## config.mk

```make
export PLATFORM = sky130hd
export DESIGN_NAME = mem_ctrl_arb_flat
export DESIGN_NICKNAME = d
export VERILOG_FILES = /design/src/rtl/mem_ctrl_arb_pkg.sv /design/src/rtl/mem_ctrl_arb_if.sv /design/src/rtl/mem_ctrl_arb_rr_arbiter.sv /design/src/rtl/mem_ctrl_arb.sv /design/src/flat_wrapper.sv
export SDC_FILE = /design/constraint.sdc
export NUM_CORES = 1
export LEC_CHECK = 0
export BUFFER_PORTS_ARGS = -buffer_cell sky130_fd_sc_hd__buf_2
export CORE_AREA = 4 4 158 160
export CTS_BUF_LIST = sky130_fd_sc_hd__clkbuf_8
export DETAILED_ROUTE_END_ITERATION = 6
export DIE_AREA = 0 0 162 164
export PLACE_DENSITY = 0.65
export SLEW_MARGIN = 20
export SYNTH_ARGS = -nofsm -noshare
export SYNTH_HDL_FRONTEND = slang
export SYNTH_SLANG_ARGS = --single-unit
export TNS_END_PERCENT = 5
```

## constraint.sdc

```tcl
create_clock -name clk -period 3.03 [get_ports clk]
set_input_delay 0.606 -clock clk [delete_from_list [all_inputs] [get_ports clk]]
set_output_delay 0.606 -clock clk [all_outputs]
set_load 0.02 [all_outputs]
```

## src/rtl/mem_ctrl_arb_pkg.sv

```systemverilog
// Shared types and helpers for the mem_ctrl_arb memory controller.
// Optional misalignment checking is enabled by defining MEM_CTRL_MISALIGN_CHK_EN.
package mem_ctrl_pkg;

    // Access size encodings carried on ls_size
    localparam logic [1:0] SZ_B = 2'd0;
    localparam logic [1:0] SZ_H = 2'd1;
    localparam logic [1:0] SZ_W = 2'd2;
    localparam logic [1:0] SZ_D = 2'd3;

    // Per-port access state; both ports share this encoding
    typedef enum logic [1:0] {
        IDLE = 2'd0,
        WAIT = 2'd1,
        DONE = 2'd2
    } state_t;

    // Byte enables for an access of 2**size bytes at byte offset off.
    // Computed for the widest (8-lane) word; callers keep the low lanes,
    // which drops any bytes that would spill past the word boundary.
    function automatic logic [7:0] be_gen(input logic [1:0] size, input logic [2:0] off);
        logic [15:0] m;
        m = (16'd1 << (4'd1 << size)) - 16'd1;
        m = m << off;
        return m[7:0];
    endfunction

    // True when the byte offset is not a multiple of the access size
    function automatic logic misaligned(input logic [1:0] size, input logic [2:0] off);
        logic [3:0] mask;
        mask = (4'd1 << size) - 4'd1;
        return (({1'b0, off} & mask) != 4'd0);
    endfunction

    // Sign/zero extension of a right-aligned load value to 64 bits
    function automatic logic [63:0] load_ext(input logic [63:0] raw, input logic [1:0] size,
                                             input logic uns);
        logic [63:0] r;
        case (size)
            SZ_B:    r = uns ? {56'd0, raw[7:0]}  : {{56{raw[7]}},  raw[7:0]};
            SZ_H:    r = uns ? {48'd0, raw[15:0]} : {{48{raw[15]}}, raw[15:0]};
            SZ_W:    r = uns ? {32'd0, raw[31:0]} : {{32{raw[31]}}, raw[31:0]};
            default: r = raw;
        endcase
        return r;
    endfunction

endpackage

```

## src/rtl/mem_ctrl_arb_if.sv

```systemverilog
// Bundle of fetch, load/store and RAM-side signals for mem_ctrl_arb.
// Handshake: a requester raises valid and holds it (with its address and
// data stable) until the matching one-cycle done pulse; done is never
// asserted without a pending request. a_state/b_state expose the FSMs.
// ls_err exists only when MEM_CTRL_MISALIGN_CHK_EN is defined.
interface mem_ctrl_arb_if
    import mem_ctrl_pkg::*;
#(
    parameter int ADDR_WIDTH = 32,
    parameter int DATA_WIDTH = 32,
    parameter int NUM_LS     = 2
);
    logic                           if_valid;
    logic [ADDR_WIDTH-1:0]          if_addr;
    logic                           if_done;
    logic [DATA_WIDTH-1:0]          if_data;

    logic [NUM_LS-1:0]              ls_valid;
    logic [NUM_LS-1:0]              ls_we;
    logic [2*NUM_LS-1:0]            ls_size;
    logic [NUM_LS-1:0]              ls_unsigned;
    logic [NUM_LS*ADDR_WIDTH-1:0]   ls_addr;
    logic [NUM_LS*DATA_WIDTH-1:0]   ls_src;
    logic [NUM_LS-1:0]              ls_done;
    logic [DATA_WIDTH-1:0]          ls_data;

    logic [ADDR_WIDTH-1:0]          addr_a;
    logic [DATA_WIDTH-1:0]          data_a;
    logic [ADDR_WIDTH-1:0]          addr_b;
    logic [DATA_WIDTH/8-1:0]        be_b;
    logic [DATA_WIDTH-1:0]          src_b;
    logic [DATA_WIDTH-1:0]          data_b;

    state_t                         a_state;
    state_t                         b_state;

`ifdef MEM_CTRL_MISALIGN_CHK_EN
    logic                           ls_err;

    modport slave (
        input  if_valid, if_addr, ls_valid, ls_we, ls_size, ls_unsigned, ls_addr, ls_src,
        input  data_a, data_b,
        output if_done, if_data, ls_done, ls_data, ls_err,
        output addr_a, addr_b, be_b, src_b, a_state, b_state
    );
    modport master (
        output if_valid, if_addr, ls_valid, ls_we, ls_size, ls_unsigned, ls_addr, ls_src,
        output data_a, data_b,
        input  if_done, if_data, ls_done, ls_data, ls_err,
        input  addr_a, addr_b, be_b, src_b, a_state, b_state
    );
`else
    modport slave (
        input  if_valid, if_addr, ls_valid, ls_we, ls_size, ls_unsigned, ls_addr, ls_src,
        input  data_a, data_b,
        output if_done, if_data, ls_done, ls_data,
        output addr_a, addr_b, be_b, src_b, a_state, b_state
    );
    modport master (
        output if_valid, if_addr, ls_valid, ls_we, ls_size, ls_unsigned, ls_addr, ls_src,
        output data_a, data_b,
        input  if_done, if_data, ls_done, ls_data,
        input  addr_a, addr_b, be_b, src_b, a_state, b_state
    );
`endif

endinterface

```

## src/rtl/mem_ctrl_arb_rr_arbiter.sv

```systemverilog
// Round-robin arbiter: the first requester at or after the pointer wins;
// the pointer moves past the winner only when the grant is accepted.
module rr_arbiter #(
    parameter int N = 2
) (
    input  logic                            clk,
    input  logic                            rst,
    input  logic [N-1:0]                    req,
    input  logic                            accept,
    output logic [N-1:0]                    grant,
    output logic [((N > 1) ? $clog2(N) : 1)-1:0] grant_idx,
    output logic                            any
);
    localparam int IW = (N > 1) ? $clog2(N) : 1;

    logic [IW-1:0] ptr;
    logic          found;

    assign any = |req;

    // Scan priorities from the pointer outward and pick the first requester
    always_comb begin
        grant     = '0;
        grant_idx = '0;
        found     = 1'b0;
        for (int k = 0; k < N; k++) begin
            for (int i = 0; i < N; i++) begin
                if (!found && req[i] && (((i - int'(ptr) + N) % N) == k)) begin
                    found     = 1'b1;
                    grant[i]  = 1'b1;
                    grant_idx = IW'(i);
                end
            end
        end
    end

    // Advance the pointer to the channel after the accepted winner
    always_ff @(posedge clk) begin
        if (rst) begin
            ptr <= '0;
        end else if (accept && any) begin
            if (int'(grant_idx) == N - 1) ptr <= '0;
            else                          ptr <= grant_idx + IW'(1);
        end
    end

endmodule

```

## src/rtl/mem_ctrl_arb.sv

```systemverilog
// Dual-port block-RAM controller: port A serves instruction fetch, port B
// serves NUM_LS load/store channels under round-robin arbitration with
// byte/half/word/dword sizes and load extension. Each port runs its own
// IDLE/WAIT/DONE FSM with a RAM_LAT-cycle wait.
// Define MEM_CTRL_MISALIGN_CHK_EN to reject misaligned accesses with ls_err
// instead of truncating their byte enables.
module mem_ctrl_arb
    import mem_ctrl_pkg::*;
#(
    parameter int ADDR_WIDTH = 32,
    parameter int DATA_WIDTH = 32,
    parameter int NUM_LS     = 2,
    parameter int RAM_LAT    = 1
) (
    input  logic          clk,
    input  logic          rst,
    mem_ctrl_arb_if.slave bus
);
    localparam int NB = DATA_WIDTH / 8;
    localparam int CW = (RAM_LAT > 1) ? $clog2(RAM_LAT) : 1;
    localparam int IW = (NUM_LS > 1) ? $clog2(NUM_LS) : 1;
    localparam logic [ADDR_WIDTH-1:0] OFF_MASK = ADDR_WIDTH'(NB - 1);

    // ---------------- Port A: instruction fetch ----------------
    state_t                state_a;
    logic [CW-1:0]         cnt_a;
    logic [ADDR_WIDTH-1:0] addr_a_q;
    logic                  if_done_q;
    logic [DATA_WIDTH-1:0] if_data_q;

    assign bus.addr_a  = addr_a_q;
    assign bus.if_done = if_done_q;
    assign bus.if_data = if_data_q;
    assign bus.a_state = state_a;

    // Fetch FSM: issue, wait out the RAM latency, capture, one idle DONE cycle
    always_ff @(posedge clk) begin
        if (rst) begin
            state_a   <= IDLE;
            cnt_a     <= '0;
            addr_a_q  <= '0;
            if_done_q <= 1'b0;
            if_data_q <= '0;
        end else begin
            case (state_a)
                IDLE: begin
                    if (bus.if_valid) begin
                        addr_a_q <= bus.if_addr;
                        cnt_a    <= CW'(RAM_LAT - 1);
                        state_a  <= WAIT;
                    end
                end
                WAIT: begin
                    if (cnt_a == '0) begin
                        if_data_q <= bus.data_a;
                        if_done_q <= 1'b1;
                        addr_a_q  <= '0;
                        state_a   <= DONE;
                    end else begin
                        cnt_a <= cnt_a - CW'(1);
                    end
                end
                DONE: begin
                    if_done_q <= 1'b0;
                    state_a   <= IDLE;
                end
                default: state_a <= IDLE;
            endcase
        end
    end

    // ---------------- Port B: load/store channels ----------------
    state_t                state_b;
    logic [CW-1:0]         cnt_b;
    logic [ADDR_WIDTH-1:0] addr_b_q;
    logic [NB-1:0]         be_b_q;
    logic [DATA_WIDTH-1:0] src_b_q;
    logic [NUM_LS-1:0]     ls_done_q;
    logic [DATA_WIDTH-1:0] ls_data_q;

    logic [NUM_LS-1:0]     g_q;
    logic                  we_q;
    logic [1:0]            size_q;
    logic                  uns_q;
    logic [2:0]            off_q;

    logic [NUM_LS-1:0]     grant;
    logic [IW-1:0]         grant_idx;
    logic                  arb_any;
    logic                  arb_accept;

    logic [ADDR_WIDTH-1:0] sel_addr;
    logic                  sel_we;
    logic [1:0]            sel_size;
    logic                  sel_uns;
    logic [DATA_WIDTH-1:0] sel_src;
    logic [2:0]            sel_off;
    logic [7:0]            be_full;
    logic                  mis_hit;
    logic [63:0]           ext;

    assign bus.addr_b  = addr_b_q;
    assign bus.be_b    = be_b_q;
    assign bus.src_b   = src_b_q;
    assign bus.ls_done = ls_done_q;
    assign bus.ls_data = ls_data_q;
    assign bus.b_state = state_b;

    assign arb_accept = (state_b == IDLE);

    rr_arbiter #(.N(NUM_LS)) u_arb (
        .clk       (clk),
        .rst       (rst),
        .req       (bus.ls_valid),
        .accept    (arb_accept),
        .grant     (grant),
        .grant_idx (grant_idx),
        .any       (arb_any)
    );

    // Route the granted channel's request fields
    always_comb begin
        sel_addr = '0;
        sel_we   = 1'b0;
        sel_size = SZ_B;
        sel_uns  = 1'b0;
        sel_src  = '0;
        for (int i = 0; i < NUM_LS; i++) begin
            if (int'(grant_idx) == i) begin
                sel_addr = bus.ls_addr[i*ADDR_WIDTH +: ADDR_WIDTH];
                sel_we   = bus.ls_we[i];
                sel_size = bus.ls_size[2*i +: 2];
                sel_uns  = bus.ls_unsigned[i];
                sel_src  = bus.ls_src[i*DATA_WIDTH +: DATA_WIDTH];
            end
        end
    end

    assign sel_off = 3'(sel_addr & OFF_MASK);
    assign be_full = be_gen(sel_size, sel_off);
    assign ext     = load_ext(64'(bus.data_b >> {off_q, 3'b000}), size_q, uns_q);

`ifdef MEM_CTRL_MISALIGN_CHK_EN
    logic ls_err_q;
    assign mis_hit    = misaligned(sel_size, sel_off);
    assign bus.ls_err = ls_err_q;

    // Error flag pulses alongside ls_done for a rejected misaligned grant
    always_ff @(posedge clk) begin
        if (rst) ls_err_q <= 1'b0;
        else     ls_err_q <= (state_b == IDLE) && arb_any && mis_hit;
    end
`else
    assign mis_hit = 1'b0;
`endif

    // Load/store FSM: arbitrate and issue, wait out the latency, complete
    always_ff @(posedge clk) begin
        if (rst) begin
            state_b   <= IDLE;
            cnt_b     <= '0;
            addr_b_q  <= '0;
            be_b_q    <= '0;
            src_b_q   <= '0;
            ls_done_q <= '0;
            ls_data_q <= '0;
            g_q       <= '0;
            we_q      <= 1'b0;
            size_q    <= SZ_B;
            uns_q     <= 1'b0;
            off_q     <= '0;
        end else begin
            case (state_b)
                IDLE: begin
                    if (arb_any) begin
                        g_q    <= grant;
                        we_q   <= sel_we;
                        size_q <= sel_size;
                        uns_q  <= sel_uns;
                        off_q  <= sel_off;
                        if (mis_hit) begin
                            // Rejected: no RAM access, finish immediately
                            ls_done_q <= grant;
                            state_b   <= DONE;
                        end else begin
                            addr_b_q <= sel_addr & ~OFF_MASK;
                            be_b_q   <= sel_we ? be_full[NB-1:0] : '0;
                            src_b_q  <= sel_we ? (sel_src << {sel_off, 3'b000}) : '0;
                            cnt_b    <= CW'(RAM_LAT - 1);
                            state_b  <= WAIT;
                        end
                    end
                end
                WAIT: begin
                    if (cnt_b == '0) begin
                        if (!we_q) ls_data_q <= ext[DATA_WIDTH-1:0];
                        ls_done_q <= g_q;
                        addr_b_q  <= '0;
                        be_b_q    <= '0;
                        src_b_q   <= '0;
                        state_b   <= DONE;
                    end else begin
                        cnt_b <= cnt_b - CW'(1);
                    end
                end
                DONE: begin
                    ls_done_q <= '0;
                    state_b   <= IDLE;
                end
                default: state_b <= IDLE;
            endcase
        end
    end

endmodule

```

## src/flat_wrapper.sv

```systemverilog
// flat-port wrapper written by rule: the top's interface ports become plain ports
module mem_ctrl_arb_flat import mem_ctrl_pkg::*;
#(
    parameter int ADDR_WIDTH = 32,
    parameter int DATA_WIDTH = 32,
    parameter int NUM_LS     = 2,
    parameter int RAM_LAT    = 1
)
  (clk, rst, bus_if_valid, bus_if_addr, bus_ls_valid, bus_ls_we, bus_ls_size, bus_ls_unsigned, bus_ls_addr, bus_ls_src, bus_data_a, bus_data_b, bus_if_done, bus_if_data, bus_ls_done, bus_ls_data, bus_addr_a, bus_addr_b, bus_be_b, bus_src_b, bus_a_state, bus_b_state);
  mem_ctrl_arb_if #(.ADDR_WIDTH(ADDR_WIDTH), .DATA_WIDTH(DATA_WIDTH), .NUM_LS(NUM_LS)) bus_i ();
  input  logic clk;
  input  logic rst;
  input wire logic [$bits(bus_i.if_valid)-1:0] bus_if_valid;
  input wire logic [$bits(bus_i.if_addr)-1:0] bus_if_addr;
  input wire logic [$bits(bus_i.ls_valid)-1:0] bus_ls_valid;
  input wire logic [$bits(bus_i.ls_we)-1:0] bus_ls_we;
  input wire logic [$bits(bus_i.ls_size)-1:0] bus_ls_size;
  input wire logic [$bits(bus_i.ls_unsigned)-1:0] bus_ls_unsigned;
  input wire logic [$bits(bus_i.ls_addr)-1:0] bus_ls_addr;
  input wire logic [$bits(bus_i.ls_src)-1:0] bus_ls_src;
  input wire logic [$bits(bus_i.data_a)-1:0] bus_data_a;
  input wire logic [$bits(bus_i.data_b)-1:0] bus_data_b;
  output wire logic [$bits(bus_i.if_done)-1:0] bus_if_done;
  output wire logic [$bits(bus_i.if_data)-1:0] bus_if_data;
  output wire logic [$bits(bus_i.ls_done)-1:0] bus_ls_done;
  output wire logic [$bits(bus_i.ls_data)-1:0] bus_ls_data;
  output wire logic [$bits(bus_i.addr_a)-1:0] bus_addr_a;
  output wire logic [$bits(bus_i.addr_b)-1:0] bus_addr_b;
  output wire logic [$bits(bus_i.be_b)-1:0] bus_be_b;
  output wire logic [$bits(bus_i.src_b)-1:0] bus_src_b;
  output wire logic [$bits(bus_i.a_state)-1:0] bus_a_state;
  output wire logic [$bits(bus_i.b_state)-1:0] bus_b_state;
  assign bus_i.if_valid = bus_if_valid;
  assign bus_i.if_addr = bus_if_addr;
  assign bus_i.ls_valid = bus_ls_valid;
  assign bus_i.ls_we = bus_ls_we;
  assign bus_i.ls_size = bus_ls_size;
  assign bus_i.ls_unsigned = bus_ls_unsigned;
  assign bus_i.ls_addr = bus_ls_addr;
  assign bus_i.ls_src = bus_ls_src;
  assign bus_i.data_a = bus_data_a;
  assign bus_i.data_b = bus_data_b;
  assign bus_if_done = bus_i.if_done;
  assign bus_if_data = bus_i.if_data;
  assign bus_ls_done = bus_i.ls_done;
  assign bus_ls_data = bus_i.ls_data;
  assign bus_addr_a = bus_i.addr_a;
  assign bus_addr_b = bus_i.addr_b;
  assign bus_be_b = bus_i.be_b;
  assign bus_src_b = bus_i.src_b;
  assign bus_a_state = bus_i.a_state;
  assign bus_b_state = bus_i.b_state;
  mem_ctrl_arb #(.ADDR_WIDTH(ADDR_WIDTH), .DATA_WIDTH(DATA_WIDTH), .NUM_LS(NUM_LS), .RAM_LAT(RAM_LAT)) u_core (.clk(clk), .rst(rst), .bus(bus_i));
endmodule
```

Word level (Yosys, flattened, before mapping)
Index checks and enable logic that the tools add are counted.

storage, ports and cells
  register bits after elaboration = 182
  latch bits = 0
  RAM bits = 0
  ROM bits = 0
  bits of input ports = 237
  logic and storage cells = 126
  memories = 0

cells by class
  add/sub/neg operators = 8
  multiply operators = 0
  div/mod/pow operators = 0
  $lt $le $gt $ge = 0
  equal/unequal tests = 12
  shift-type cells = 5
  multiplexer cells = 46
  bitwise logic cells = 5
  reduce and logical (&&, ||, !) cells = 32

operators with widths
  cell                                                 number
  two-way mux 32 bit                                   10
  case mux 32 bit (2 select lines)                     3
  case mux 32 bit (3 select lines)                     1
  logical NOT 32 bit                                   2
  left shift 32 x 5 -> 32 bit                          1
  >> shifter 32 x 5 -> 32 bit                          1
  two-way mux 1 bit                                    16
  AND reduction 2 bit                                  8
  left shift 1 x 4 -> 16 bit, first input constant     1
  left shift 16 x 2 -> 4 bit                           1
  subtractor 16 x 1 -> 16 bit, second input constant   1
  two-way mux 2 bit                                    6
  two-way mux 4 bit                                    3
  case mux 2 bit (2 select lines)                      3
  equality test 2 bit, second input constant           5
  AND reduction 3 bit                                  3
  adder 2 x 3 -> 4 bit, second input constant          2
  logical AND 1 bit                                    8
  case mux 4 bit (2 select lines)                      1
  nonzero test 2 bit                                   4
  equality test 2 x 1 -> 1 bit, second input constant  3
  logical NOT 2 bit                                    3
  inequality test 2 bit, second input constant         3
  case mux 1 bit (2 select lines)                      3
  9 further kinds                                      16

Logic depth before layout (Yosys ltp)
Gate-level depths: netlist of run 1.

  depth in word-level cells = 26
  gate-level depth with buffers = 8
  depth with buffers taken out = 6

Modules after synthesis
A second synthesis of run 1 with hierarchy kept.

unflattened totals
  cells, all modules = 894
  area total of the unflattened synthesis = 8149.1 µm²

by module, submodules not included
  module        times used  cells each  area each (µm²)  seq. area each (µm²)
  mem_ctrl_arb  1           885         8070.2           3543.4
  rr_arbiter    1           9           78.8             20.0

Worst setup path before layout of run 1
Ideal clock, no wire load.

  path type = input -> register
  from = in bus_ls_valid[1]
  to = reg u_core.src_b_q[16], in the netlist u_core.bus.src_b[16]
  library setup time = 0.060 ns
  data arrival time = 2.031 ns
  path slack = 0.939 ns
  stages = 8
  path buffers = 3
  path through = buf_4 nor2_1 nand2_1 o21ai_1 nor2b_1 buf_1 clkbuf_1 a22o_1

between the ends
  cells in the longest elaborated chain, start to end = 16
  elaborated cells between the ends (all ways) = 23
  classes of those cells = eq/ne: 1; shift: 1; mux: 11; reduce/logical: 10

RTL lines
  item                              RTL line                       source
  from (decl)                       flat_wrapper.sv:15             input wire logic [$bits(bus_i.ls_valid)-1:0] bus_ls_valid;
  logical AND 1 bit (2 in a row)    mem_ctrl_arb_rr_arbiter.sv:28  if (!found && req[i] && (((i - int'(ptr) + N) % N) == k)) begin
  two-way mux 1 bit                 mem_ctrl_arb_rr_arbiter.sv:28
  logical NOT 1 bit                 mem_ctrl_arb_rr_arbiter.sv:28
  logical AND 1 bit (2 in a row)    mem_ctrl_arb_rr_arbiter.sv:28
  two-way mux 1 bit                 mem_ctrl_arb_rr_arbiter.sv:28
  logical NOT 1 bit                 mem_ctrl_arb_rr_arbiter.sv:28
  logical AND 1 bit (2 in a row)    mem_ctrl_arb_rr_arbiter.sv:28
  two-way mux 1 bit                 mem_ctrl_arb_rr_arbiter.sv:28
  two-way mux 32 bit                mem_ctrl_arb.sv:129            if (int'(grant_idx) == i) begin
  left shift 32 x 5 -> 32 bit       mem_ctrl_arb.sv:188            src_b_q <= sel_we ? (sel_src << {sel_off, 3'b000}) : '0;
  two-way mux 32 bit                mem_ctrl_arb.sv:188
  two-way mux 32 bit                mem_ctrl_arb.sv:175            if (arb_any) begin
  case mux 32 bit (2 select lines)  mem_ctrl_arb.sv:173            case (state_b)
  to (signal assigned)              mem_ctrl_arb.sv:188
  to (decl)                         mem_ctrl_arb.sv:77             logic [DATA_WIDTH-1:0] src_b_q;

Parallel ways exist; a longest one is shown, timed or not. The select of a mux whose other input is x is not followed.
A chain may end at the register's enable or synchronous reset.

Final worst setup path of run 1
  from = reg u_core.state_b[0], in the netlist u_core.bus.b_state[0]
  to = reg u_core.src_b_q[22], in the netlist u_core.bus.src_b[22]

between the ends
  cells in the longest elaborated chain, start to end = 3
  elaborated cells between the ends (all ways) = 7
  classes of those cells = eq/ne: 3; mux: 1; reduce/logical: 3

RTL lines
  item                                                               RTL line             source
  from (decl)                                                        mem_ctrl_arb.sv:73   state_t state_b;
  from (signal assigned)                                             mem_ctrl_arb.sv:160  state_b <= IDLE;
  from (signal assigned)                                             mem_ctrl_arb.sv:184  state_b <= DONE;
  from (signal assigned)                                             mem_ctrl_arb.sv:190  state_b <= WAIT;
  equality test 2 x 1 -> 1 bit or logical NOT 2 bit (tied branches)  mem_ctrl_arb.sv:173
  inequality test 2 bit (no line), or another cell as far along      n/a
  AND reduction 3 bit (no line)                                      n/a

Parallel ways exist; a longest one is shown, timed or not.

==> out/qor.log, run 1 <==
[timing] Worst-Margin Slew 0.9677 ns
[floorplan] area of the die 26,570 um^2
[pwr] total chip power 6.002 mW
[cts] CTS hold repair buffers 0
[worst_setup_path] arrival time worst endpoint 2.80 ns
[pwr] sequential share of power 44.1%
[pwr] Pleak 5.272 nW
[cts] Post CTS Setup Buffer Count 0
[timing] RSZ-0062 raised after global routing false
[yosys] mean post-synth cell area 8.844 um^2
[worst_setup_path] category of the critical setup timing path flop to flop
[yosys] cells after synthesis 965
[yosys] fraction of the yosys area taken by sequential cells 41.75%
[final_layout] final cell utilization of the core 48.09%
[cts] Skew-Pair Late Insertion Delay 0.46 ns
[placement] PortBufs 405
[flow_run] max-capacitance violation count 0
[pwr] logic gate share of total power 27.8%
[floorplan] vertical extent of the die 164 um
[hold_path] Hold Crit Class input pin to flop
[cts] clock buffer count from CTS 17
[yosys] most used flip-flop cell after synthesis sky130_fd_sc_hd__dfxtp_1
[cts] post-cts repair resize count 0
[final_layout] most frequent cells in the layout sky130_fd_sc_hd__buf_2, sky130_fd_sc_hd__dfxtp_1, sky130_fd_sc_hd__nor2_1
[timing] Setup Viol. Count Final 0
[cts] root buf cell sky130_fd_sc_hd__clkbuf_8
[pwr] maximum vdd drop 279.6 uV
[yosys] EDFF count, synth 0
[yosys] FFs w/ async S/R, synth 0%
[floorplan] Chip Width 162 um
[yosys] largest area contributor in the netlist sky130_fd_sc_hd__dfxtp_1
[detailed_routing] number of nets with antenna violations after detailed routing 0
[detailed_routing] sum of routed wire length over all layers 30,790 um
[pwr] power per cell area 533.3 nW/um^2
[pwr] fraction of power spent switching nets 36.52%
[yosys] top cells by area, synth sky130_fd_sc_hd__dfxtp_1, sky130_fd_sc_hd__mux2i_1, sky130_fd_sc_hd__nor2_1, sky130_fd_sc_hd__a22oi_1, sky130_fd_sc_hd__mux2_2
[timing] number of slew-limit violations in the final report 0
[placement] post-placement cell count 1,626
[yosys] total standard cell area after synthesis 8534 um^2
[worst_setup_path] crit path capture type flop
[timing] Period Utilization, post-route 79.26%
[pwr] Clock Power Share 28.1%
[cts] clock tree from TritonCTS yes
[detailed_routing] DRC 0
[floorplan] number of top-level pins 408
[yosys] synth warn 0
[cts] Max Buffers Root-to-Sink 2
[final_layout] most common library cell in the layout ignoring fill and taps sky130_fd_sc_hd__buf_2
[detailed_routing] number of optimization iterations in the first detailed-route pass 7
[final_layout] layout overhead on the synthesized area 31.87%
[placement] HPWL after detailed placement 23,360 um
[pwr] power spent charging and discharging nets 2.192 mW
[detailed_routing] routed vias 8,642
[yosys] distinct cell type count of the synthesized netlist 45
[global_route] antenna violations before repair 4
[timing] relative max-transition margin 34.94%
[detailed_routing] vias per cell 5.203
[timing] Post-Route Setup TNS 0 ns
[placement] weighted congestion at the end of routability-driven global placement 0.9251
[floorplan] Rows 56
[timing] Final Hold Fails 0
[cts] Worst-path clk slew 0.12 ns
[detailed_routing] drt wl/cell 18.53 um
[yosys] Seq cells post-synth 178
[global_route] number of global-route vias before repair 8,282
[global_route] wire length of the first global-routing pass 46,350 um
[timing] final-layout worst hold slack 0.3730 ns
[floorplan] effective utilization at floorplan 36.47%
[cts] H-tree level count 4
[worst_setup_path] type of element launching the critical path flop
[worst_setup_path] worst path required time 3.43 ns
[timing] clock tree skew after final layout 0.02394 ns
[yosys] share of Yosys cell area claimed by the top area cell type 41.75%
[global_route] maximum number of pins on one net before global-route repair 67
[timing] f_max 0.4164 GHz
[worst_setup_path] maximum fanout count along the critical path 13
[final_layout] share of final-layout standard cells stronger than drive strength 1 38.31%
[final_layout] NumNets Final 1,569
[status] outcome completed
[detailed_routing] number of DRC violations after detailed-routing iteration 0 578
[pwr] P_int 3.810 mW
[global_route] combined global-route utilization of all metal layers 22.02%
[global_route] remaining global-route overflow 0
[floorplan] Core ar. 23,400 um^2
[cts] number of sinks driven by the clock tree 178
[final_layout] Cell Count, Final, Fillers Out 1,661
[timing] post-layout min period 2.402 ns
==> sequential cells by signal (all words and copies together) (netlist names) <==
signal and cells:
u_core.bus.if_data 32, u_core.bus.addr_b 30, u_core.size_q 2, u_core.bus.if_done 1, u_core.bus.ls_data 32, u_core.we_q 1
u_core.bus.a_state 2, u_core.bus.b_state 2, u_core.bus.ls_done 2, u_core.bus.be_b 4, u_core.g_q 2, u_core.bus.addr_a 32
u_core.u_arb.ptr 1, u_core.off_q 2, u_core.uns_q 1, u_core.bus.src_b 32
==> synthesized netlist by cell type (all sizes together), types with 2 or more instances <==
master and n:
a211oi 50, mux2 40, ha 6, nand2 74
a22o 8, a2bb2oi 9, a32oi 12, dfxtp 178
or4 2, a2111oi 9, buf 27, inv 7
o21ai 31, nor2b 29, nand2b 15, a211o 10
nand3b 4, and2 2, nor3 11, nand3 2
a22oi 63, a21oi 30, clkbuf 58, nor2 174
mux2i 91, a311oi 13
==> critical path, cell delays in order (launching register included) <==
cell                       delay [ns]
sky130_fd_sc_hd__dfxtp_1         0.34
sky130_fd_sc_hd__inv_1           0.10
sky130_fd_sc_hd__ha_1            0.47
sky130_fd_sc_hd__nand2b_1        0.16
sky130_fd_sc_hd__or3_1           0.56
sky130_fd_sc_hd__a311oi_4        0.52
sky130_fd_sc_hd__a22o_1          0.20
==> through the flow <==
stage                     setup WS (ns)  cell area, um^2
after floorplan                  0.9388             8538
after global placement           0.5944            10830
after detailed placement         0.5352            10830
after CTS                        0.6042            11240
after global routing             0.4658            11250
final                            0.6284            11250
==> per-layer routing <==
metal	GRT usage [%]	up-vias	share of wire, %
met5	0	-	0.036
met4	8.343	2	2.5
met3	5.696	45	7.7
met2	37.67	371	50
met1	26.69	4046	40
li1	-	4178	-
==> cell type report <==
type / instances / area (um^2)
timing repair buffer: 426 / 2212
inverter: 7 / 26.28
sequential: 178 / 3563
clock inverter: 15 / 183.9
clock buffer: 17 / 234.0
multi-input combinational: 696 / 4628
fill: 2384 / 12150
tap: 319 / 399.1
antenna: 3 / 7.507
==> power by group through the flow <==
| stage | Clock, mW | Combinational [mW] | Sequential, mW |
|---|---|---|---|
| after floorplan | 0 | 0.840 | 2.90 |
| after global placement | 0 | 1.65 | 2.69 |
| after detailed placement | 0 | 1.66 | 2.70 |
| after CTS | 1.74 | 1.67 | 2.65 |
| after global routing | 1.84 | 1.81 | 2.67 |
| final | 1.69 | 1.67 | 2.65 |
==> kinds of logic (layout without fill, tap and decap cells) <==
logic type,Yosys count,count (layout),share of synthesized area (%)
buffers and inverters,92,465,4.501
AND/OR/NAND/NOR,317,317,15.94
adder cells (fa/ha/maj),6,6,0.8796
flip-flops,178,178,41.75
AO/OA/AOI/OAI,240,240,20.94
other,1,5,0.04394
multiplexers,131,131,15.95
==> path summary, 6_finish.rpt <==
check / start / to / slack [ns] / cells past startpoint
hold / removal: bus_data_a[4] / u_core.bus.if_data[4] / 0.37 / 3
hold reg to reg: u_core.bus.be_b[0] / u_core.bus.be_b[0] / 0.46 / 2
setup reg to reg: u_core.bus.b_state[0] / u_core.bus.src_b[22] / 0.63 / 6
setup / recovery: u_core.bus.b_state[0] / u_core.bus.src_b[22] / 0.63 / 6
Note: power is estimated with default switching activity, not from simulation.
==> inputs of run 2 (changes only) <==
--- a/config.mk
+++ b/config.mk
@@ -6,11 +6,11 @@
 export NUM_CORES = 1
 export LEC_CHECK = 0
 export BUFFER_PORTS_ARGS = -buffer_cell sky130_fd_sc_hd__buf_2
-export CORE_AREA = 4 4 158 160
+export CORE_AREA = 4 4 156 158
 export CTS_BUF_LIST = sky130_fd_sc_hd__clkbuf_8
 export DETAILED_ROUTE_END_ITERATION = 6
-export DIE_AREA = 0 0 162 164
-export PLACE_DENSITY = 0.65
+export DIE_AREA = 0 0 160 162
+export PLACE_DENSITY = 0.67
 export SLEW_MARGIN = 20
 export SYNTH_ARGS = -nofsm -noshare
 export SYNTH_HDL_FRONTEND = slang
==> constraint.sdc (replaced) <==
create_clock -name clk -period 2.5 [get_ports clk]
set_input_delay 0.5 -clock clk [delete_from_list [all_inputs] [get_ports clk]]
set_output_delay 0.5 -clock clk [all_outputs]
set_load 0.02 [all_outputs]
==> out/qor.log, run 2 (same netlist as run 1, synthesis figures left out) <==
[final_layout] layout overhead on the synthesized area 32.65% [was 31.87%]
[global_route] grt peak-use layer met2 [unchanged]
[cts] Skew-Pair Late Insertion Delay 0.47 ns [was 0.46 ns]
[worst_setup_path] arrival time worst endpoint 2.61 ns [was 2.80 ns]
[final_layout] most frequent cells in the layout sky130_fd_sc_hd__buf_2, sky130_fd_sc_hd__dfxtp_1, sky130_fd_sc_hd__nor2_1 [unchanged]
[timing] Setup Viol. Count Final 0 [unchanged]
[cts] number of sinks driven by the clock tree 178 [unchanged]
[timing] relative max-transition margin 32.22% [was 34.94%]
[pwr] logic gate share of total power 27.6% [was 27.8%]
[timing] f_max 0.4334 GHz [was 0.4164 GHz]
[final_layout] Filler Cell Count 2,262 [was 2,384]
[floorplan] vertical extent of the die 162 um [was 164 um]
[floorplan] effective utilization at floorplan 36.91% [was 36.47%]
[pwr] fraction of power spent switching nets 36.85% [was 36.52%]
[global_route] met1 Use GR 28.71% [was 26.69%]
[detailed_routing] routed vias 8,628 [was 8,642]
[final_layout] register cell area after layout 3563 um^2 [unchanged]
[cts] Worst-path clk slew 0.13 ns [was 0.12 ns]
[cts] Max Buffers Root-to-Sink 2 [unchanged]
[detailed_routing] vias per cell 5.255 [was 5.203]
[timing] Post-Route Setup TNS 0 ns [unchanged]
[pwr] power spent charging and discharging nets 2.730 mW [was 2.192 mW]
[cts] clock tree from TritonCTS yes [unchanged]
[final_layout] share of final-layout standard cells stronger than drive strength 1 38.44% [was 38.31%]
[detailed_routing] number of nets with antenna violations after detailed routing 0 [unchanged]
[global_route] number of global-route vias before repair 8,360 [was 8,282]
[worst_setup_path] worst path required time 2.80 ns [was 3.43 ns]
[pwr] P_int 4.678 mW [was 3.810 mW]
[global_route] fraction of met2 tracks used by global routing 37.73% [was 37.67%]
[placement] HPWL after detailed placement 23,350 um [was 23,360 um]
[worst_setup_path] crit path capture type flop [unchanged]
[pwr] Pleak 5.319 nW [was 5.272 nW]
[detailed_routing] sum of routed wire length over all layers 31,080 um [was 30,790 um]
[final_layout] NumNets Final 1,575 [was 1,569]
[flow_run] max-capacitance violation count 0 [unchanged]
[global_route] maximum number of pins on one net before global-route repair 163 [was 67]
[worst_setup_path] type of element launching the critical path flop [unchanged]
[global_route] wire length of the first global-routing pass 46,950 um [was 46,350 um]
[timing] clock tree skew after final layout 0.01939 ns [was 0.02394 ns]
[pwr] total chip power 7.408 mW [was 6.002 mW]
[global_route] remaining global-route overflow 0 [unchanged]
[timing] Worst-Margin Slew 1.013 ns [was 0.9677 ns]
[cts] Post CTS Setup Buffer Count 0 [unchanged]
[timing] number of slew-limit violations in the final report 0 [unchanged]
[floorplan] Rows 56 [unchanged]
[timing] Final Hold Fails 0 [unchanged]
[timing] Period Utilization, post-route 92.30% [was 79.26%]
[placement] weighted congestion at the end of routability-driven global placement 0.9440 [was 0.9251]
[worst_setup_path] category of the critical setup timing path flop to flop [unchanged]
[detailed_routing] DRC 0 [unchanged]
[final_layout] most common library cell in the layout ignoring fill and taps sky130_fd_sc_hd__buf_2 [unchanged]
[status] outcome completed [unchanged]
[timing] final-layout worst hold slack 0.2393 ns [was 0.3730 ns]
[cts] CTS hold repair buffers 0 [unchanged]
[cts] post-cts repair resize count 0 [unchanged]
[floorplan] number of top-level pins 408 [unchanged]
[pwr] Clock Power Share 29.1% [was 28.1%]
[hold_path] Hold Crit Class input pin to flop [unchanged]
[placement] PortBufs 405 [unchanged]
[global_route] met3 Resource Use GR 5.684% [was 5.696%]
[global_route] antenna violations before repair 8 [was 4]
[worst_setup_path] maximum fanout count along the critical path 16 [was 13]
[floorplan] Chip Width 160 um [was 162 um]
[pwr] power per cell area 654.3 nW/um^2 [was 533.3 nW/um^2]
[timing] post-layout min period 2.307 ns [was 2.402 ns]
[cts] H-tree level count 4 [unchanged]
[detailed_routing] number of DRC violations after detailed-routing iteration 0 602 [was 578]
[final_layout] final cell utilization of the core 48.96% [was 48.09%]
[cts] clock buffer count from CTS 17 [unchanged]
[final_layout] Cell Count, Final, Fillers Out 1,642 [was 1,661]
[detailed_routing] number of optimization iterations in the first detailed-route pass 5 [was 7]
[pwr] sequential share of power 43.3% [was 44.1%]
[timing] RSZ-0062 raised after global routing false [unchanged]
[floorplan] Core ar. 23,120 um^2 [was 23,400 um^2]
[pwr] maximum vdd drop 363.4 uV [was 279.6 uV]
[detailed_routing] drt wl/cell 18.93 um [was 18.53 um]
[final_layout] Multi-input gate area 4623 um^2 [was 4628 um^2]
[floorplan] area of the die 25,920 um^2 [was 26,570 um^2]
[placement] post-placement cell count 1,603 [was 1,626]
[global_route] combined global-route utilization of all metal layers 22.65% [was 22.02%]
[cts] root buf cell sky130_fd_sc_hd__clkbuf_8 [unchanged]
run 2: cell types whose count changed in the layout (fill, tap and decap cells not counted), moves of 2 or more:
cell,change
sky130_fd_sc_hd__buf_4,+4
sky130_fd_sc_hd__diode_2,+4
sky130_fd_sc_hd__buf_12,+2
sky130_fd_sc_hd__inv_12,+3
sky130_fd_sc_hd__clkinv_4,-4
run 2: layout make-up:
class | count | area share [%]
clock buffer | 17 | 2.067
tap | 290 | 3.205
timing repair buffer | 432 | 20.16
antenna | 7 | 0.1547
clock inverter | 15 | 1.868
multi-input combinational | 696 | 40.84
inverter | 7 | 0.2321
sequential | 178 | 31.48
run 2: worst max-delay path: stages (launching register included):
cell and delay [ns]:
sky130_fd_sc_hd__dfxtp_1 0.48, sky130_fd_sc_hd__mux2_2 0.40, sky130_fd_sc_hd__nor3_1 0.20, sky130_fd_sc_hd__a211oi_1 0.10, sky130_fd_sc_hd__nor2_1 0.80, sky130_fd_sc_hd__a211oi_1 0.17
run 2: through the flow:
stage | setup WS, ns | instance area, um^2
after floorplan | 0.5148 | 8538
after global placement | 0.2149 | 10860
after detailed placement | 0.1525 | 10860
after CTS | 0.2574 | 11300
after global routing | 0.001322 | 11320
final | 0.1926 | 11320
run 2: routing by layer:
metal / vias to the layer above / routed length [um]
met1: 4039 / 13100
met2: 348 / 15330
met3: 35 / 2142
met4: 2 / 501
met5: - / 13
li1: 4204 / -
run 2: worst paths after layout:
kind	start	cells past startpoint	to	slack [ns]
max	u_core.off_q[1]	5	u_core.bus.ls_data[21]	0.19
min	bus_data_a[3]	3	u_core.bus.if_data[3]	0.24
max reg2reg	u_core.off_q[1]	5	u_core.bus.ls_data[21]	0.19
min reg2reg	u_core.bus.be_b[0]	2	u_core.bus.be_b[0]	0.46
run 2: power by group through the flow:
stage / clock, mW / combinational, mW / sequential [mW]
final: 2.15 / 2.05 / 3.21
after global routing: 2.34 / 2.23 / 3.23
after CTS: 2.22 / 2.05 / 3.20
after detailed placement: 0 / 2.05 / 3.26
after global placement: 0 / 2.03 / 3.26
after floorplan: 0 / 1.02 / 3.51
==> inputs of run 3 (changes only) <==
--- a/config.mk
+++ b/config.mk
@@ -10,6 +10,7 @@
 export CTS_BUF_LIST = sky130_fd_sc_hd__clkbuf_8
 export DETAILED_ROUTE_END_ITERATION = 6
 export DIE_AREA = 0 0 160 162
+export MAX_ROUTING_LAYER = met4
 export PLACE_DENSITY = 0.67
 export SLEW_MARGIN = 20
 export SYNTH_ARGS = -nofsm -noshare
==> out/qor.log, run 3 (same netlist as run 1, synthesis figures left out) <==
[worst_setup_path] worst path required time 2.80 ns [about the same]
[cts] clock tree from TritonCTS yes [unchanged]
[timing] number of slew-limit violations in the final report 0 [unchanged]
[global_route] met1 Use GR 29.39% [was 28.71%]
[flow_run] max-capacitance violation count 0 [unchanged]
[floorplan] Rows 56 [unchanged]
[cts] number of sinks driven by the clock tree 178 [unchanged]
[hold_path] Hold Crit Endpoint u_core.bus.if_data[3] [unchanged]
[global_route] grt peak-use layer met2 [unchanged]
[timing] post-layout min period 2.253 ns [was 2.307 ns]
[detailed_routing] routed vias 8,564 [was 8,628]
[final_layout] most frequent cells in the layout sky130_fd_sc_hd__buf_2, sky130_fd_sc_hd__dfxtp_1, sky130_fd_sc_hd__nor2_1 [unchanged]
[global_route] wire length of the first global-routing pass 46,700 um [was 46,950 um]
[global_route] combined global-route utilization of all metal layers 23.21% [was 22.65%]
[cts] Skew-Pair Late Insertion Delay 0.46 ns [was 0.47 ns]
[worst_setup_path] worst r2r path cells 5 [unchanged]
[cts] CTS hold repair buffers 0 [unchanged]
[final_layout] final cell utilization of the core 48.78% [was 48.96%]
[global_route] remaining global-route overflow 0 [unchanged]
[worst_setup_path] maximum fanout count along the critical path 16 [unchanged]
[detailed_routing] number of nets with antenna violations after detailed routing 0 [unchanged]
[final_layout] post-route design area 11,280 um^2 [was 11,320 um^2]
[worst_setup_path] Reg-to-Reg Start u_core.off_q[1] [unchanged]
[final_layout] NumNets Final 1,572 [was 1,575]
[timing] Post-Route Setup TNS 0 ns [unchanged]
[timing] clock tree skew after final layout 0.01959 ns [was 0.01939 ns]
[detailed_routing] sum of routed wire length over all layers 30,790 um [was 31,080 um]
[floorplan] Chip Width 160 um [unchanged]
[timing] relative max-transition margin 30.34% [was 32.22%]
[hold_path] Hold Crit Class input pin to flop [unchanged]
[detailed_routing] number of optimization iterations in the first detailed-route pass 6 [was 5]
[final_layout] Filler Cell Count 2,276 [was 2,262]
[global_route] maximum number of pins on one net before global-route repair 163 [unchanged]
[hold_path] critical hold path startpoint bus_data_a[3] [unchanged]
[pwr] total chip power 7.299 mW [was 7.408 mW]
[detailed_routing] number of DRC violations after detailed-routing iteration 0 517 [was 602]
[global_route] fraction of met2 tracks used by global routing 37.57% [was 37.73%]
[hold_path] Worst Hold Path Cells 3 [unchanged]
[pwr] maximum vdd drop 402.7 uV [was 363.4 uV]
[timing] final-layout worst hold slack 0.2564 ns [was 0.2393 ns]
[final_layout] layout overhead on the synthesized area 32.15% [was 32.65%]
[global_route] antenna violations before repair 6 [was 8]
[worst_setup_path] worst reg-to-reg setup slack 0.25 ns [was 0.19 ns]
[worst_setup_path] crit path capture type flop [unchanged]
[timing] Worst-Margin Slew 1.041 ns [was 1.013 ns]
[detailed_routing] vias per cell 5.228 [was 5.255]
[timing] RSZ-0062 raised after global routing false [unchanged]
[final_layout] register cell area after layout 3563 um^2 [unchanged]
[floorplan] vertical extent of the die 162 um [unchanged]
[final_layout] share of final-layout standard cells stronger than drive strength 1 38.30% [was 38.44%]
[cts] root buf cell sky130_fd_sc_hd__clkbuf_8 [unchanged]
[worst_setup_path] type of element launching the critical path flop [unchanged]
[cts] post-cts repair resize count 0 [unchanged]
[detailed_routing] DRC 0 [unchanged]
[global_route] met3 Resource Use GR 4.466% [was 5.684%]
[cts] Worst-path clk slew 0.12 ns [was 0.13 ns]
[final_layout] most common library cell in the layout ignoring fill and taps sky130_fd_sc_hd__buf_2 [unchanged]
[floorplan] area of the die 25,920 um^2 [unchanged]
[placement] PortBufs 405 [unchanged]
[placement] weighted congestion at the end of routability-driven global placement 0.9491 [was 0.9440]
[global_route] number of global-route vias before repair 8,301 [was 8,360]
[cts] H-tree level count 4 [unchanged]
[status] outcome completed [unchanged]
[pwr] power per cell area 647.2 nW/um^2 [was 654.3 nW/um^2]
[pwr] Pleak 5.299 nW [was 5.319 nW]
[floorplan] effective utilization at floorplan 36.91% [unchanged]
[timing] Setup Viol. Count Final 0 [unchanged]
[placement] dpl cell area 10,850 um^2 [was 10,860 um^2]
[final_layout] Multi-input gate area 4623 um^2 [unchanged]
[placement] HPWL after detailed placement 23,160 um [was 23,350 um]
[worst_setup_path] r2r endpoint u_core.bus.ls_data[16] [was u_core.bus.ls_data[21]]
[cts] Post CTS Setup Buffer Count 0 [unchanged]
[timing] Period Utilization, post-route 90.13% [was 92.30%]
[floorplan] number of top-level pins 408 [unchanged]
[detailed_routing] drt wl/cell 18.80 um [was 18.93 um]
[cts] clock buffer count from CTS 17 [unchanged]
[worst_setup_path] category of the critical setup timing path flop to flop [unchanged]
[timing] Final Hold Fails 0 [unchanged]
[timing] f_max 0.4438 GHz [was 0.4334 GHz]
[floorplan] Core ar. 23,120 um^2 [unchanged]
[worst_setup_path] arrival time worst endpoint 2.55 ns [was 2.61 ns]
[cts] Max Buffers Root-to-Sink 2 [unchanged]
run 3: changes by cell type in the layout (fill, tap and decap cells not counted):
cell | before | now
sky130_fd_sc_hd__clkinv_8 | 7 | 4
sky130_fd_sc_hd__clkinv_4 | 0 | 4
sky130_fd_sc_hd__inv_12 | 3 | 1
sky130_fd_sc_hd__buf_4 | 24 | 20
sky130_fd_sc_hd__inv_6 | 3 | 1
sky130_fd_sc_hd__buf_12 | 4 | 5
sky130_fd_sc_hd__inv_8 | 2 | 5
sky130_fd_sc_hd__diode_2 | 7 | 6
run 3: layout make-up:
type	instances	area share (%)
multi-input combinational	696	40.99
timing repair buffer	429	20.15
clock buffer	17	2.075
clock inverter	15	1.609
sequential	178	31.60
tap	290	3.217
antenna	6	0.1331
inverter	7	0.2330
run 3: report_power, final:
group	internal, mW	switching, mW
Clock	0.776	1.28
Combinational	0.801	1.24
Sequential	3.07	0.134
run 3: routing by layer:
metal	part of all wire [%]	vias up	routed length, um
li1	-	4207	-
met1	43	3986	13240
met2	49	335	14980
met3	6.1	36	1890
met4	2.2	0	686
met5	0	-	0
run 3: worst max-delay path, cell delays in order, from the launching register on:
cell and delay, ns:
sky130_fd_sc_hd__dfxtp_1 0.46, sky130_fd_sc_hd__mux2_2 0.40, sky130_fd_sc_hd__nor3_1 0.17, sky130_fd_sc_hd__a211oi_1 0.08
sky130_fd_sc_hd__nor2_1 0.82, sky130_fd_sc_hd__a211oi_1 0.16
run 3: how the worst max path moves through the flow:
stage                          from                endpoint  slack, ns  depth (start not counted)
detailed placement  bus_ls_valid[0]    u_core.bus.src_b[18]       0.14                          6
CTS                 u_core.off_q[1]  u_core.bus.ls_data[16]       0.28                          5
finish              u_core.off_q[1]  u_core.bus.ls_data[16]       0.25                          5
global route        u_core.off_q[1]  u_core.bus.ls_data[28]       0.06                          5
global placement    bus_ls_valid[0]    u_core.bus.src_b[16]       0.21                          6
floorplan           bus_ls_valid[1]    u_core.bus.src_b[16]       0.51                          8
run 3: per-stage QoR:
step / worst slack (ns) / instances
floorplan: 0.5148 / 966
global placement: 0.2094 / 1600
detailed placement: 0.1419 / 1600
CTS: 0.2783 / 1632
global route: 0.05788 / 1638
finish: 0.2468 / 1638
